<file path="src/rtl/button_conditioner.sv">
// -----------------------------------------------------------------------------
// Module: button_conditioner
//
// Purpose
//   N-channel push-button conditioner sitting between raw board keys and the
//   game / VGA logic. Each channel is an independent pipeline:
//     polarity normalisation -> 2-flop synchroniser -> counter debouncer
//     -> press/release edge pulses -> auto-repeat pulse generator.
//   All outputs are registered.
//
// Parameters
//   N_CH            number of button channels
//   ACTIVE_LOW      1: raw pin low means pressed; 0: raw pin high means pressed
//   DEBOUNCE_CYCLES consecutive disagreeing cycles before a new level is taken (>=1)
//   REPEAT_DELAY    hold cycles after the press pulse before the first repeat;
//                   0 turns auto-repeat off (only the press-time repeat pulse fires)
//   REPEAT_RATE     cycles between later repeats (>=1)
//
// Ports
//   clock        in   1      system clock, single domain
//   reset        in   1      synchronous, active-high reset
//   btn_raw      in   N_CH   asynchronous raw button pins
//   btn_level    out  N_CH   debounced level, 1 = pressed
//   btn_press    out  N_CH   1-cycle pulse when the debounced level rises
//   btn_release  out  N_CH   1-cycle pulse when the debounced level falls
//   btn_repeat   out  N_CH   1-cycle pulse at press, then at each auto-repeat instant
//   any_level    out  1      OR of btn_level, registered alongside it
// -----------------------------------------------------------------------------
module button_conditioner #(
  parameter int N_CH            = 4,
  parameter int ACTIVE_LOW      = 1,
  parameter int DEBOUNCE_CYCLES = 500000,
  parameter int REPEAT_DELAY    = 15000000,
  parameter int REPEAT_RATE     = 5000000
) (
  input  logic            clock,
  input  logic            reset,
  input  logic [N_CH-1:0] btn_raw,
  output logic [N_CH-1:0] btn_level,
  output logic [N_CH-1:0] btn_press,
  output logic [N_CH-1:0] btn_release,
  output logic [N_CH-1:0] btn_repeat,
  output logic            any_level
);

  // Debounce counter only has to reach DEBOUNCE_CYCLES-1, so it never wraps.
  localparam int DC_W = (DEBOUNCE_CYCLES > 1) ? $clog2(DEBOUNCE_CYCLES) : 1;

  // Repeat counter is shared between the delay and rate phases, so it is
  // sized for whichever interval is longer.
  localparam int RC_MAX = (REPEAT_DELAY > REPEAT_RATE) ? REPEAT_DELAY : REPEAT_RATE;
  localparam int RC_W   = (RC_MAX > 0) ? $clog2(RC_MAX + 1) : 1;

  localparam logic [DC_W-1:0] DB_LAST = DC_W'(DEBOUNCE_CYCLES - 1);
  localparam logic [RC_W-1:0] RD_LAST = RC_W'((REPEAT_DELAY > 0) ? (REPEAT_DELAY - 1) : 0);
  localparam logic [RC_W-1:0] RR_LAST = RC_W'(REPEAT_RATE - 1);
  localparam bit              REPEAT_EN = (REPEAT_DELAY > 0);

  typedef enum logic [1:0] {
    IDLE   = 2'd0,
    DELAY  = 2'd1,
    REPEAT = 2'd2
  } rptState_e;

  // Synchroniser and debounced state
  logic [N_CH-1:0] syncIn;
  logic [N_CH-1:0] s1_q;
  logic [N_CH-1:0] s2_q;
  logic [N_CH-1:0] level_q;
  logic [N_CH-1:0] level_d;
  logic [DC_W-1:0] dcnt_q [N_CH];
  logic [DC_W-1:0] dcnt_d [N_CH];

  // Edge detection of the debounced level
  logic [N_CH-1:0] rise;
  logic [N_CH-1:0] fall;

  // Registered pulse outputs
  logic [N_CH-1:0] press_q;
  logic [N_CH-1:0] release_q;
  logic [N_CH-1:0] repeat_q;
  logic [N_CH-1:0] repeat_d;
  logic            any_q;

  // Auto-repeat state per channel
  rptState_e       state_q [N_CH];
  rptState_e       state_d [N_CH];
  logic [RC_W-1:0] rc_q    [N_CH];
  logic [RC_W-1:0] rc_d    [N_CH];

  // Normalise polarity before the synchroniser so every internal signal
  // reads 1 = pressed and the released reset value is simply 0.
  assign syncIn = (ACTIVE_LOW != 0) ? ~btn_raw : btn_raw;

  // Debouncer: a channel's level only moves after the synchronised input has
  // disagreed with it on DEBOUNCE_CYCLES consecutive edges. A single cycle of
  // agreement throws away the partial count.
  always_comb begin
    level_d = level_q;
    for (int i = 0; i < N_CH; i++) begin
      dcnt_d[i] = '0;
      if (s2_q[i] != level_q[i]) begin
        if (dcnt_q[i] == DB_LAST) begin
          level_d[i] = s2_q[i];
        end else begin
          dcnt_d[i] = dcnt_q[i] + DC_W'(1);
        end
      end
    end
  end

  // Edges are taken from the next-state level so the pulses register on the
  // very edge where btn_level itself changes.
  assign rise = level_d & ~level_q;
  assign fall = ~level_d & level_q;

  // Auto-repeat FSM: IDLE waits for a press, DELAY counts the initial hold
  // interval, REPEAT then fires every REPEAT_RATE cycles. A release beats
  // any repeat that would otherwise fire on the same edge.
  always_comb begin
    repeat_d = '0;
    for (int i = 0; i < N_CH; i++) begin
      state_d[i] = state_q[i];
      rc_d[i]    = rc_q[i];
      if (fall[i]) begin
        state_d[i] = IDLE;
        rc_d[i]    = '0;
      end else begin
        case (state_q[i])
          IDLE: begin
            if (rise[i]) begin
              repeat_d[i] = 1'b1;
              rc_d[i]     = '0;
              state_d[i]  = REPEAT_EN ? DELAY : IDLE;
            end
          end
          DELAY: begin
            if (rc_q[i] == RD_LAST) begin
              repeat_d[i] = 1'b1;
              rc_d[i]     = '0;
              state_d[i]  = REPEAT;
            end else begin
              rc_d[i] = rc_q[i] + RC_W'(1);
            end
          end
          REPEAT: begin
            if (rc_q[i] == RR_LAST) begin
              repeat_d[i] = 1'b1;
              rc_d[i]     = '0;
            end else begin
              rc_d[i] = rc_q[i] + RC_W'(1);
            end
          end
          default: begin
            state_d[i] = IDLE;
            rc_d[i]    = '0;
          end
        endcase
      end
    end
  end

  // All state and outputs. Reset wins over everything on the same edge, so
  // a reset in the middle of a debounce or repeat sequence leaves no stray
  // pulse behind, and the synchroniser restarts from "released".
  always_ff @(posedge clock) begin
    if (reset) begin
      s1_q      <= '0;
      s2_q      <= '0;
      level_q   <= '0;
      press_q   <= '0;
      release_q <= '0;
      repeat_q  <= '0;
      any_q     <= 1'b0;
      for (int i = 0; i < N_CH; i++) begin
        dcnt_q[i]  <= '0;
        rc_q[i]    <= '0;
        state_q[i] <= IDLE;
      end
    end else begin
      s1_q      <= syncIn;
      s2_q      <= s1_q;
      level_q   <= level_d;
      press_q   <= rise;
      release_q <= fall;
      repeat_q  <= repeat_d;
      any_q     <= |level_d;
      for (int i = 0; i < N_CH; i++) begin
        dcnt_q[i]  <= dcnt_d[i];
        rc_q[i]    <= rc_d[i];
        state_q[i] <= state_d[i];
      end
    end
  end

  assign btn_level   = level_q;
  assign btn_press   = press_q;
  assign btn_release = release_q;
  assign btn_repeat  = repeat_q;
  assign any_level   = any_q;

endmodule

</file>
<file path="config.mk">
export PLATFORM = sky130hd
export DESIGN_NAME = button_conditioner
export DESIGN_NICKNAME = d
export VERILOG_FILES = /design/src/rtl/button_conditioner.sv
export SDC_FILE = /design/constraint.sdc
export NUM_CORES = 1
export LEC_CHECK = 0
export ABC_AREA = 1
export BUFFER_PORTS_ARGS = -buffer_cell sky130_fd_sc_hd__buf_4
export CORE_ASPECT_RATIO = 1.75
export CORE_MARGIN = 8
export CORE_UTILIZATION = 49
export CTS_CLUSTER_DIAMETER = 50
export CTS_CLUSTER_SIZE = 12
export DETAILED_ROUTE_END_ITERATION = 10
export PLACE_DENSITY = 0.65
export SKIP_LAST_GASP = 1
export SYNTH_ARGS = -nofsm -noshare
export SYNTH_HDL_FRONTEND = slang
export SYNTH_SLANG_ARGS = --single-unit
</file>
<file path="constraint.sdc">
create_clock -name clock -period 2.5 [get_ports clock]
set_clock_uncertainty 0.1 [all_clocks]
set_input_delay 0 -clock clock [delete_from_list [all_inputs] [get_ports clock]]
set_output_delay 0 -clock clock [all_outputs]
set_load 0.05 [all_outputs]
</file>
==> metrics.txt <==
result of the run finished clean; Syn Nets 2088; FP Rows 78; cell area reported after detailed placement ~13000 um2; Worst Hold Slack between 0.3 and 0.4 ns; arrival time at the worst endpoint 2.50 ns; sequential power share 50.2%; flops & latches, synth a little over 200; required time reported for the critical path endpoint approximately 2.9 ns; cell at the slowest stage of the critical path dfxtp_1; Net Sw Power roughly 1.5 mW; global-route wire length before repair between 50000 and 60000 um; Most Frequent Cell on Critical Path nand2_1; layout overhead on the synthesized area 9.98%; final core utilization about 54%; power share of the clock group approximately 48%; Initial DRT Pass Iterations 5; starting utilization of the core area 49.4%; worst skew pair latency around 0.54 ns; TritonCTS buffer count 23; total global routing track utilization ~21%; logic gate share of total power under 10%; number of buffers added for setup after CTS 0; Max rail drop VDD about 0.00052 V; Post-synth EDFFs 0; Final Net Count 2120; total number of vias between 10000 and 15000; maximum count of clock buffers along a single path 3; most repeated cell in the gate-level netlist after synthesis nand2_1; clock tree root driver cell clkbuf_16; detailed route wirelength on metal3 1120 um; share of total power consumed by net switching between 20 and 25%; Pleak roughly 5.5 nW; critical path startpoint category register; Maximum Capacitance Violations 0; antenna cell count 0; type of the worst setup path reg2reg; share of the yosys chip area belonging to registers 32.4%; Mapped Avg Cell Area 6.17 um2; number of failing setup endpoints in the final timing report 0; antenna violations before repair 0; vias per cell between 5 and 6; final HPWL from detailed placement 25800 um; Starting DRT DRC Count between 500 and 600; RSZ-0062 raised after global routing no; number of top-level pins 23; class of the worst hold path in2reg; TritonCTS clock tree done; aggregate routed wire length roughly 34000 um; endpoint class of the critical path register; fin. max-slew vios 0; via count of the first global-routing pass 12100; number of instances in the synthesized netlist 2054; die span in y between 200 and 250 um; Final Cycle Share a little under nine tenths; drt drc 0; crit-path max cell delay 0.35 ns; dominant cells by area after synthesis dfxtp_1 (32%), nand2_1 (17%), nand3_1 (10%); clock period minus final worst setup slack 2.14 ns; largest driver fanout on the critical path 29; global placer's final weighted congestion 0.982; Core Region roughly 26000 um2; Synth Warn # 0; Max Clk Rate about 0.47 GHz; top flip-flop cell by instance count after synthesis dfxtp_1; ordered cell list for the critical path ha_1 > nand2_1 > nor2_2 > nand3_2 > nor2_4 > nand3_2 > nand2_2 > buf_12 > nand2_1 > nand2_1 > nand2_1 > nor2_1; Detail Route met2 WL between 15000 and 20000 um; count of different cell masters after synthesis 41; clk sinks approximately 210; most instantiated cells after synthesis nand2_1 (564), nor2_1 (302), nand3_1 (258); die outline area 31500 um2; total gr overflow 0; pin count of the biggest net entering global routing between 40 and 50; slew margin rel. a little under three fifths; number of buffers and inverters on the critical path 1; area occupied by multi-input gates 7250 um2; number of nets with antenna violations after routing 0; total negative slack for setup checks 0 ns; Yosys top cell by area dfxtp_1; register area around 4100 um2; M1 wire length 12500 um; area share of the leading cell type in the synthesized netlist between 30% and 40%; mean routed wirelength per cell 14.1 um; clock edge transition at the registers on the reported setup and hold paths about 0.06 ns; final instance area 13900 um2; Post-Syn Area between 10000 and 15000 um2; fraction of registers with async set or reset after synthesis 0%; count of fill cells added during filler insertion roughly 2600; final hold viol count 0; H-tree levels 1; cell internal power dissipation 5.08 mW; post-place setup slack a little under 0.4 ns; fraction of final layout cells with drive strength greater than 1 6.63%; die span in x 138 um; top layer in use met4; # port buffers 22; power density relative to cell area roughly 470 nW/um2; post-route setup slack between 0.3 and 0.4 ns; worst slew pin tran 0.642 ns; Top delay family on crit path simple AND/OR/NAND/NOR gates
[worst register-to-register path, delay by kind of cell, from the launching register on]
family	cells	cell delay, ns
DFF	1	0.35
and+or+nand+nor	10	1.17
buffers and inverters	1	0.22
adders and majority gates	1	0.24
[cells by family (layout without fill, tap and decap cells)]
kind of cell,count (synthesis),count (layout),synth area share (%)
flip-flops,205,205,32.4
AO/OA/AOI/OAI,181,181,7.46
XOR/XNOR,42,42,2.90
AND/OR/NAND/NOR,1275,1275,44.0
buffers and inverters,323,364,10.5
adder cells (fa/ha/maj),28,28,2.76
[registers in the layout, summed over array words and instances, names as in the netlist]
signal	flops
state_q	8
btn_press	4
s1_q	4
rc_q	96
btn_repeat	4
dcnt_q	76
btn_release	4
s2_q	4
any_level	1
btn_level	4
[power groups by stage]
stage | combinational [mW] | clock [mW] | sequential (mW)
floorplan | 0.0578 | 0 | 3.35
global placement | 0.0848 | 0 | 3.35
detailed placement | 0.0863 | 0 | 3.35
CTS | 0.0973 | 3.27 | 3.28
global route | 0.108 | 3.35 | 3.28
finish | 0.0964 | 3.16 | 3.28
[layout make-up]
class | instances | share of cell area [%]
clock buffers | 28 | 4.48
multi-input cells | 1526 | 52.0
repair buffers | 58 | 3.55
well taps | 320 | 2.87
clock inverters | 6 | 0.404
inverters | 272 | 7.32
flip-flops and latches | 205 | 29.4
[layout by cell type, fill, tap and decap left out, drive strengths merged]
cell	count
nand3	267
nand2	575
o211a	1
a31oi	2
nor4	8
o21bai	1
a21oi	111
xnor2	9
a21o	1
dlygate4sd3	9
o21a	9
nor3b	8
ha	28
xor2	33
nand4	50
clkbuf	28
nand3b	7
and2	2
dfxtp	205
clkinv	6
buf	49
o22ai	2
or2	6
nor3	34
o21ai	53
inv	272
o211ai	1
nor2	318
[metal layers]
| metal | global-route usage [%] | vias up |
|---|---|---|
| met5 | 0 | - |
| met3 | 2.40 | 132 |
| met1 | 20.4 | 5721 |
| met4 | 13.9 | 0 |
| li1 | - | 6607 |
| met2 | 41.0 | 266 |
[repair_timing]
action                                  in CTS  in global routing
gates resized for setup                      0                  0
endpoints found under the hold margin       24                  0
endpoints found under the setup margin       0                  0
hold buffers                                 9                  0
[final timing paths]
check | startpoint | end | slack, ns | cells after the start
max | dcnt_q[1][0]$_SDFF_PP0_ | rc_q[1][5]$_SDFFE_PP0P_ | 0.36 | 12
min | reset | s2_q[0]$_SDFF_PP0_ | 0.30 | 3
max reg2reg | dcnt_q[1][0]$_SDFF_PP0_ | rc_q[1][5]$_SDFFE_PP0P_ | 0.36 | 12
min reg2reg | s1_q[0]$_SDFF_PP0_ | s2_q[0]$_SDFF_PP0_ | 0.30 | 2
[stage by stage]
step / power (mW) / instances
global placement: 3.44 / 2372
floorplan: 3.41 / 2054
CTS: 6.65 / 2415
finish: 6.53 / 2415
global route: 6.74 / 2415
detailed placement: 3.44 / 2372
Note: power is estimated with default switching activity, not from simulation.
